**config.mk**
```make
export PLATFORM = sky130hd
export DESIGN_NAME = pipe_stage_skid
export DESIGN_NICKNAME = d
export VERILOG_FILES = /design/src/rtl/pipe_stage_skid.sv
export SDC_FILE = /design/constraint.sdc
export NUM_CORES = 1
export LEC_CHECK = 0
export BUFFER_PORTS_ARGS = -buffer_cell sky130_fd_sc_hd__buf_4
export CAP_MARGIN = 20
export CORE_ASPECT_RATIO = 1.4
export CORE_UTILIZATION = 30
export DETAILED_ROUTE_END_ITERATION = 16
export HOLD_SLACK_MARGIN = 0.15
export PLACE_DENSITY_LB_ADDON = 0.12
export SETUP_SLACK_MARGIN = 0.15
export SYNTH_ARGS = -nofsm -noshare
export SYNTH_HDL_FRONTEND = slang
export SYNTH_SLANG_ARGS = --single-unit
```
**constraint.sdc**
```tcl
create_clock -name clk -period 1.55 [get_ports clk]
set_input_delay 0.31 -clock clk [delete_from_list [all_inputs] [get_ports clk]]
set_output_delay 0.31 -clock clk [all_outputs]
set_load 0.05 [all_outputs]
```
**src/rtl/pipe_stage_skid.sv**
```systemverilog
`default_nettype none
// ============================================================================
//  Module   : pipe_stage_skid
//  Purpose  : One-deep pipeline register with a skid slot for an instruction
//             payload. Upstream ready depends only on registered state, so
//             there is no combinational path from out_ready to in_ready.
//             Flush drops everything held and incoming. A saturating counter
//             records stalled output cycles.
//  Ports    : clk, rst (sync, active-high)
//             in_valid / in_ready / in_* : upstream handshake and payload
//             flush                      : discard held and incoming entries
//             out_valid / out_ready / out_* : downstream handshake, payload
//             occupancy                  : held entries (0..2)
//             stall_cnt                  : saturating count of stalled cycles
//  Revision : 1.0 - initial release
// ============================================================================
module pipe_stage_skid #(
    parameter int DATA_W = 32,
    parameter int REG_W  = 4,
    parameter int OP_W   = 5,
    parameter int CTRL_W = 8,
    parameter int CNT_W  = 16
) (
    input  logic              clk,
    input  logic              rst,
    input  logic              in_valid,
    output logic              in_ready,
    input  logic [OP_W-1:0]   in_opcode,
    input  logic [DATA_W-1:0] in_a,
    input  logic [DATA_W-1:0] in_b,
    input  logic [DATA_W-1:0] in_imm,
    input  logic [REG_W-1:0]  in_rd,
    input  logic [REG_W-1:0]  in_rt,
    input  logic [CTRL_W-1:0] in_ctrl,
    input  logic              flush,
    output logic              out_valid,
    input  logic              out_ready,
    output logic [OP_W-1:0]   out_opcode,
    output logic [DATA_W-1:0] out_a,
    output logic [DATA_W-1:0] out_b,
    output logic [DATA_W-1:0] out_imm,
    output logic [REG_W-1:0]  out_rd,
    output logic [REG_W-1:0]  out_rt,
    output logic [CTRL_W-1:0] out_ctrl,
    output logic [1:0]        occupancy,
    output logic [CNT_W-1:0]  stall_cnt
);

    typedef struct packed {
        logic [OP_W-1:0]   opcode;
        logic [DATA_W-1:0] a;
        logic [DATA_W-1:0] b;
        logic [DATA_W-1:0] imm;
        logic [REG_W-1:0]  rd;
        logic [REG_W-1:0]  rt;
        logic [CTRL_W-1:0] ctrl;
    } payload_t;

    localparam logic [CNT_W-1:0] c_CNT_MAX = {CNT_W{1'b1}};

    payload_t         oreg_q, oreg_d;
    payload_t         sreg_q, sreg_d;
    logic             oreg_valid_q, oreg_valid_d;
    logic             sreg_valid_q, sreg_valid_d;
    logic [CNT_W-1:0] stall_cnt_q, stall_cnt_d;

    payload_t w_in_pay;
    logic     w_in_fire;
    logic     w_out_fire;

    assign w_in_pay = '{opcode: in_opcode, a: in_a, b: in_b, imm: in_imm,
                        rd: in_rd, rt: in_rt, ctrl: in_ctrl};

    // The skid slot being empty is the only condition for accepting; this
    // keeps in_ready a pure function of registered state (plus reset).
    assign in_ready   = ~sreg_valid_q & ~rst;
    assign w_in_fire  = in_valid & in_ready;
    assign w_out_fire = oreg_valid_q & out_ready;

    always_comb begin
        oreg_d       = oreg_q;
        sreg_d       = sreg_q;
        oreg_valid_d = oreg_valid_q;
        sreg_valid_d = sreg_valid_q;

        if (flush) begin
            // Data fields keep their last value; only the valid bits drop.
            oreg_valid_d = 1'b0;
            sreg_valid_d = 1'b0;
        end else if (!oreg_valid_q || w_out_fire) begin
            // Output register is free (or draining) this cycle.
            if (sreg_valid_q) begin
                // Older skid entry goes first. in_ready was low, so no
                // input can arrive in the same cycle.
                oreg_d       = sreg_q;
                oreg_valid_d = 1'b1;
                sreg_valid_d = 1'b0;
            end else if (w_in_fire) begin
                oreg_d       = w_in_pay;
                oreg_valid_d = 1'b1;
            end else begin
                oreg_valid_d = 1'b0;
            end
        end else if (w_in_fire) begin
            // Output is stalled: park the new entry in the skid slot.
            sreg_d       = w_in_pay;
            sreg_valid_d = 1'b1;
        end
    end

    // Counts regardless of flush, so a stalled cycle that is also flushed
    // is still recorded.
    always_comb begin
        stall_cnt_d = stall_cnt_q;
        if (oreg_valid_q && !out_ready && (stall_cnt_q != c_CNT_MAX)) begin
            stall_cnt_d = stall_cnt_q + 1'b1;
        end
    end

    always_ff @(posedge clk) begin
        if (rst) begin
            oreg_q       <= '0;
            sreg_q       <= '0;
            oreg_valid_q <= 1'b0;
            sreg_valid_q <= 1'b0;
            stall_cnt_q  <= '0;
        end else begin
            oreg_q       <= oreg_d;
            sreg_q       <= sreg_d;
            oreg_valid_q <= oreg_valid_d;
            sreg_valid_q <= sreg_valid_d;
            stall_cnt_q  <= stall_cnt_d;
        end
    end

    assign out_valid  = oreg_valid_q;
    assign out_opcode = oreg_q.opcode;
    assign out_a      = oreg_q.a;
    assign out_b      = oreg_q.b;
    assign out_imm    = oreg_q.imm;
    assign out_rd     = oreg_q.rd;
    assign out_rt     = oreg_q.rt;
    // A bubble must never present reg_wr/mem_wr downstream.
    assign out_ctrl   = oreg_valid_q ? oreg_q.ctrl : '0;
    assign occupancy  = {1'b0, oreg_valid_q} + {1'b0, sreg_valid_q};
    assign stall_cnt  = stall_cnt_q;

endmodule
`default_nettype wire

```
### Word-level counts from Yosys, hierarchy flattened

Cells that the tools add are included.

* word-level logic and storage cells: 42
* register bits after elaboration: 252
* output and inout bits: 137
* input bits: 122

* equality and inequality tests: 1
* reductions and logical operators: 10
* multiplexer cells: 5
* $add $sub $neg: 2
* bitwise operators: 7

Operators by type and width (number)
* 117-bit two-way mux: 2
* 16-bit by 1-bit adder with 16-bit output, second input constant: 1
* 16-bit != test, second input constant: 1
* 8-bit two-way mux: 1
* 3-bit AND reduction: 2
* 1-bit inverter: 4
* 1-bit bitwise AND: 3
* 3-bit OR reduction: 1
* 1-bit by 1-bit adder with 2-bit output: 1
* 1-bit logical AND: 2
* 1-bit logical NOT: 2
* 1-bit two-way mux: 2
* 2-bit nonzero test: 1
* 2-bit OR reduction: 1
* 1-bit logical OR: 1

### Depth between registers and ports, before layout

* depth in word-level cells: 5
* mapped depth: 8
* mapped depth without buffers: 5

### Worst setup path before layout

Ideal clock, no wire load.

* kind: register to register
* from: register stall_cnt_q[1] (netlist: stall_cnt[1])
* to: register stall_cnt_q[6] (netlist: stall_cnt[6])
* path buffers: 1
* data arrival time: 2.002 ns
* setup slack: -0.543 ns
* period minus slack after synthesis: 2.093 ns
* setup time: 0.091 ns
* stages on the path, launching flop included: 7
* required time: 1.459 ns
* path through: dfxtp_1 ha_1 nand3_1 nor4_1 buf_2 nor2_1 a311oi_1

* longest elaborated chain between the ends: 2
* elaborated cells on any way between the ends: 3
* those cells by class: add/sub: 1; eq/ne: 1; reduce/logical: 1

Ends and longest elaborated chain
* start: declaration: line 65 `logic [CNT_W-1:0] stall_cnt_q, stall_cnt_d;`
* start signal: assignment: line 132 `stall_cnt_q <= stall_cnt_d;`
* parallel branches: the longest is 2 deep, another holds 16-bit by 1-bit adder with 16-bit output

Several ways; the timed one is not identified.
A chain may end at the register's enable or synchronous reset.

### Final worst setup path

* from: register sreg_valid_q
* to: output port occupancy[0]

* longest elaborated chain between the ends: 1

Ends and longest elaborated chain
* start: declaration: line 64 `logic sreg_valid_q, sreg_valid_d;`
* start signal: assignment: line 131 `sreg_valid_q <= sreg_valid_d;`
* 1-bit by 1-bit adder with 2-bit output: line 145 `assign occupancy = {1'b0, oreg_valid_q} + {1'b0, sreg_valid_q};`
* end: declaration: line 45 `output logic [1:0] occupancy,`

No other way between the ends.

==> qor.yml <==
yosys:
  synth-warning-count: 0
  synth_edf_count: 0
  ys_seq_area_share_pct: 46.4
  syn_inst: 1259
  ys_ff_latch: 252
  synth_compound_area_share_pct: 15.4
  synth_top_family_by_area: "simple AND/OR/NAND/NOR gates"
  async_flop_share_pct: 0
  synth.area.mux_share_pct: 10.9
  synthSimpleGateAreaFrac_pct: 15.5
  synth_area_mm2: 0.0109
  synth_xor_area_share_pct: 0
  ys_types: 38
  synth_fa_ha_area_share_pct: 0.230
  avgSynthCellArea_um2: 8.64
  synthFlopType: "dfxtp_1"
  syn-num-nets: 1383
timing:
  fin_worst_skew_ns: 0.0104
  finalSetupViolCount: 253
  report.final.slew_viol_count: 0
  post-route-min-period_ns: 1.84
  period_share_pct: 119
  rsz0062_at_grt: "yes"
  worstMarginPinSlew_ns: 0.641
  timing.hold.ws_ns: 0.165
  post-route-worst-setup-slack_ns: -0.294
  slew_headroom_pct: 57.3
  finalHoldViolations: 0
  fmax_ghz: 0.542
route:
  detail_route.iter0.violations: 421
  ant_nets: 0
  drc: 0
  wl_um: 40300
  firstDrtPassIters: 5
  wire_per_inst_um: 18.8
  via_per_inst: 4.87
  via_count: 10500
die:
  io_pins: 259
  die_area_mm2: 0.0370
  start_util_pct: 30.4
  die_height_um: 227
  core_mm2: 0.0358
  dieWidth_um: 163
  rows: 82
placed_design:
  io_buffers: 258
  gp_congestion: 0.703
  hpwlAfterDp_um: 19500
  placed_area_mm2: 0.0131
clock_network:
  cts.root.buffer_cell: "clkbuf_16"
  cts_max_level: 1
  clk_latency_ns: 0.55
  cts_inserted_buffers: 28
  clk_pin_slew_ns: 0.06
  clock_sinks: 252
  cts_buffer_depth: 3
  cts_tree: "yes"
layout:
  layout_commonest_cell: "buf_4"
  fin_area_mm2: 0.0204
  diodes: 0
  areaGrowthSynthToFinish_pct: 87.9
  drive_above_1_share_pct: 56.7
  fin_util_pct: 57.1
  mostFrequentLayoutCells: "buf_4, nand2_1, dfxtp_1"
  nNetsFinal: 1784
  nFillCells: 3019
global_route:
  antenna_found_initial: 1
  grt_pass1_wl_um: 57600
  track_usage_pct: 20.1
  grt_overflow: 0
  grt_pass1_vias: 10000
  grt_max_degree: 86
run_status:
  violations: "negative setup slack"
  status: "finished with violations"
worst_setup_path:
  arrival_ns: 1.53
  startpoint_type: "flop"
  crit_path_end_kind: "output pin"
  crit_fanout: 5
  crit_top_cell: "buf_8"
  required_ns: 1.24
  cp_slowest_cell: "dfxtp_4"
  cpPeakStageDelay_ns: 0.35
  path_class: "flop to output pin"
  path_cells: "buf_12, buf_8, ha_4, buf_8"
power:
  power_leakage_nw: 7.80
  ir_drop_uv: 769
  p_per_area_mw_per_mm2: 821
  power.total_mw: 16.8
job:
  maxCapViolations: 0
min_path:
  hold_path_class: "primary input to flop"
[power by group]
part	total (mW)	leakage (nW)	internal, mW	switching, mW
clock	6.96	0.479	4.17	2.79
sequential	6.79	2.10	6.63	0.160
combinational	3.03	5.22	1.46	1.57
total	16.8	7.80	12.3	4.52
[state kept, by name, indices dropped and copies added, names as in the netlist]
signal,cells
out_rt,4
stall_cnt,16
out_b,32
sreg_valid_q,1
out_imm,32
out_rd,4
out_opcode,5
oreg_q,8
out_valid,1
sreg_q,117
out_a,32
[what timing repair did]
item,4_1_cts,5_1_grt
endpoints found under the setup margin,383,384
pin swaps,118,125
hold buffers,121,0
endpoints found under the hold margin,216,0
gates resized for setup,297,522
cloned,45,6
buffers inserted,62,33
[metal layers]
layer | track usage [%] | part of all wire [%]
met1 | 24.1 | 41
met2 | 36.5 | 52
met3 | 3.28 | 4.4
met4 | 5.40 | 2.7
met5 | 0 | 0.032
[synth_stat cells, drive strengths merged, types with 2 or more instances]
cell | count | area, um2
or3 | 5 | 31.3
inv | 4 | 15.0
o31ai | 6 | 45.0
or4 | 5 | 37.5
and4 | 3 | 26.3
buf | 142 | 1020
nand4 | 6 | 37.5
nand2b | 3 | 18.8
and2 | 11 | 68.8
dfxtp | 252 | 5040
nor4 | 3 | 18.8
clkbuf | 62 | 233
a21oi | 128 | 641
o41ai | 2 | 17.5
a211oi | 119 | 898
nand2 | 241 | 905
nor2 | 124 | 465
o21ai | 3 | 15.0
mux2i | 118 | 1180
ha | 2 | 25.0
nand3 | 8 | 45.0
[through the flow]
| step | instances | setup WS [ns] | TNS [ns] |
|---|---|---|---|
| after floorplan | 1259 | -0.0856 | -7.29 |
| after global placement | 1825 | -0.0251 | -0.241 |
| after detailed placement | 1825 | -0.0725 | -2.54 |
| after CTS | 2105 | -0.327 | -37.85 |
| after global routing | 2144 | -0.351 | -58.70 |
| final | 2144 | -0.294 | -39.99 |
[layout make-up]
cell class | count | area (um2) | share of cell area, %
Clock buffer | 47 | 916 | 4.48
Clock inverter | 5 | 50.0 | 0.245
Inverter | 4 | 15.0 | 0.0734
Multi-Input combinational cell | 799 | 6440 | 31.5
Sequential cell | 252 | 5270 | 25.8
Tap cell | 462 | 578 | 2.83
Timing Repair Buffer | 575 | 7170 | 35.1
[kinds of logic (layout without fill, tap and decap cells)]
kind of cell             Yosys count  count (layout)
AND/OR/NAND/NOR                  414             414
buffers and inverters            208             631
AO/OA/AOI/OAI                    265             265
multiplexers                     118             118
flip-flops                       252             252
adder cells (fa/ha/maj)            2               2
[worst max-delay path, delay by kind of cell, from the launching register on]
family / cells / cell delay (ns)
fa+ha+maj: 1 / 0.25
buf+inv: 3 / 0.38
flops: 1 / 0.35
[worst paths after layout]
path	start	end	slack, ns	depth (start not counted)
worst max-delay path	sreg_valid_q	occupancy[0]	-0.29	4
worst min-delay path	out_ready	sreg_valid_q	0.17	3
worst max register to register	out_valid	sreg_q[43]	-0.26	10
worst min register to register	sreg_q[58]	sreg_q[58]	0.45	2
Note: power is estimated with default switching activity, not from simulation.
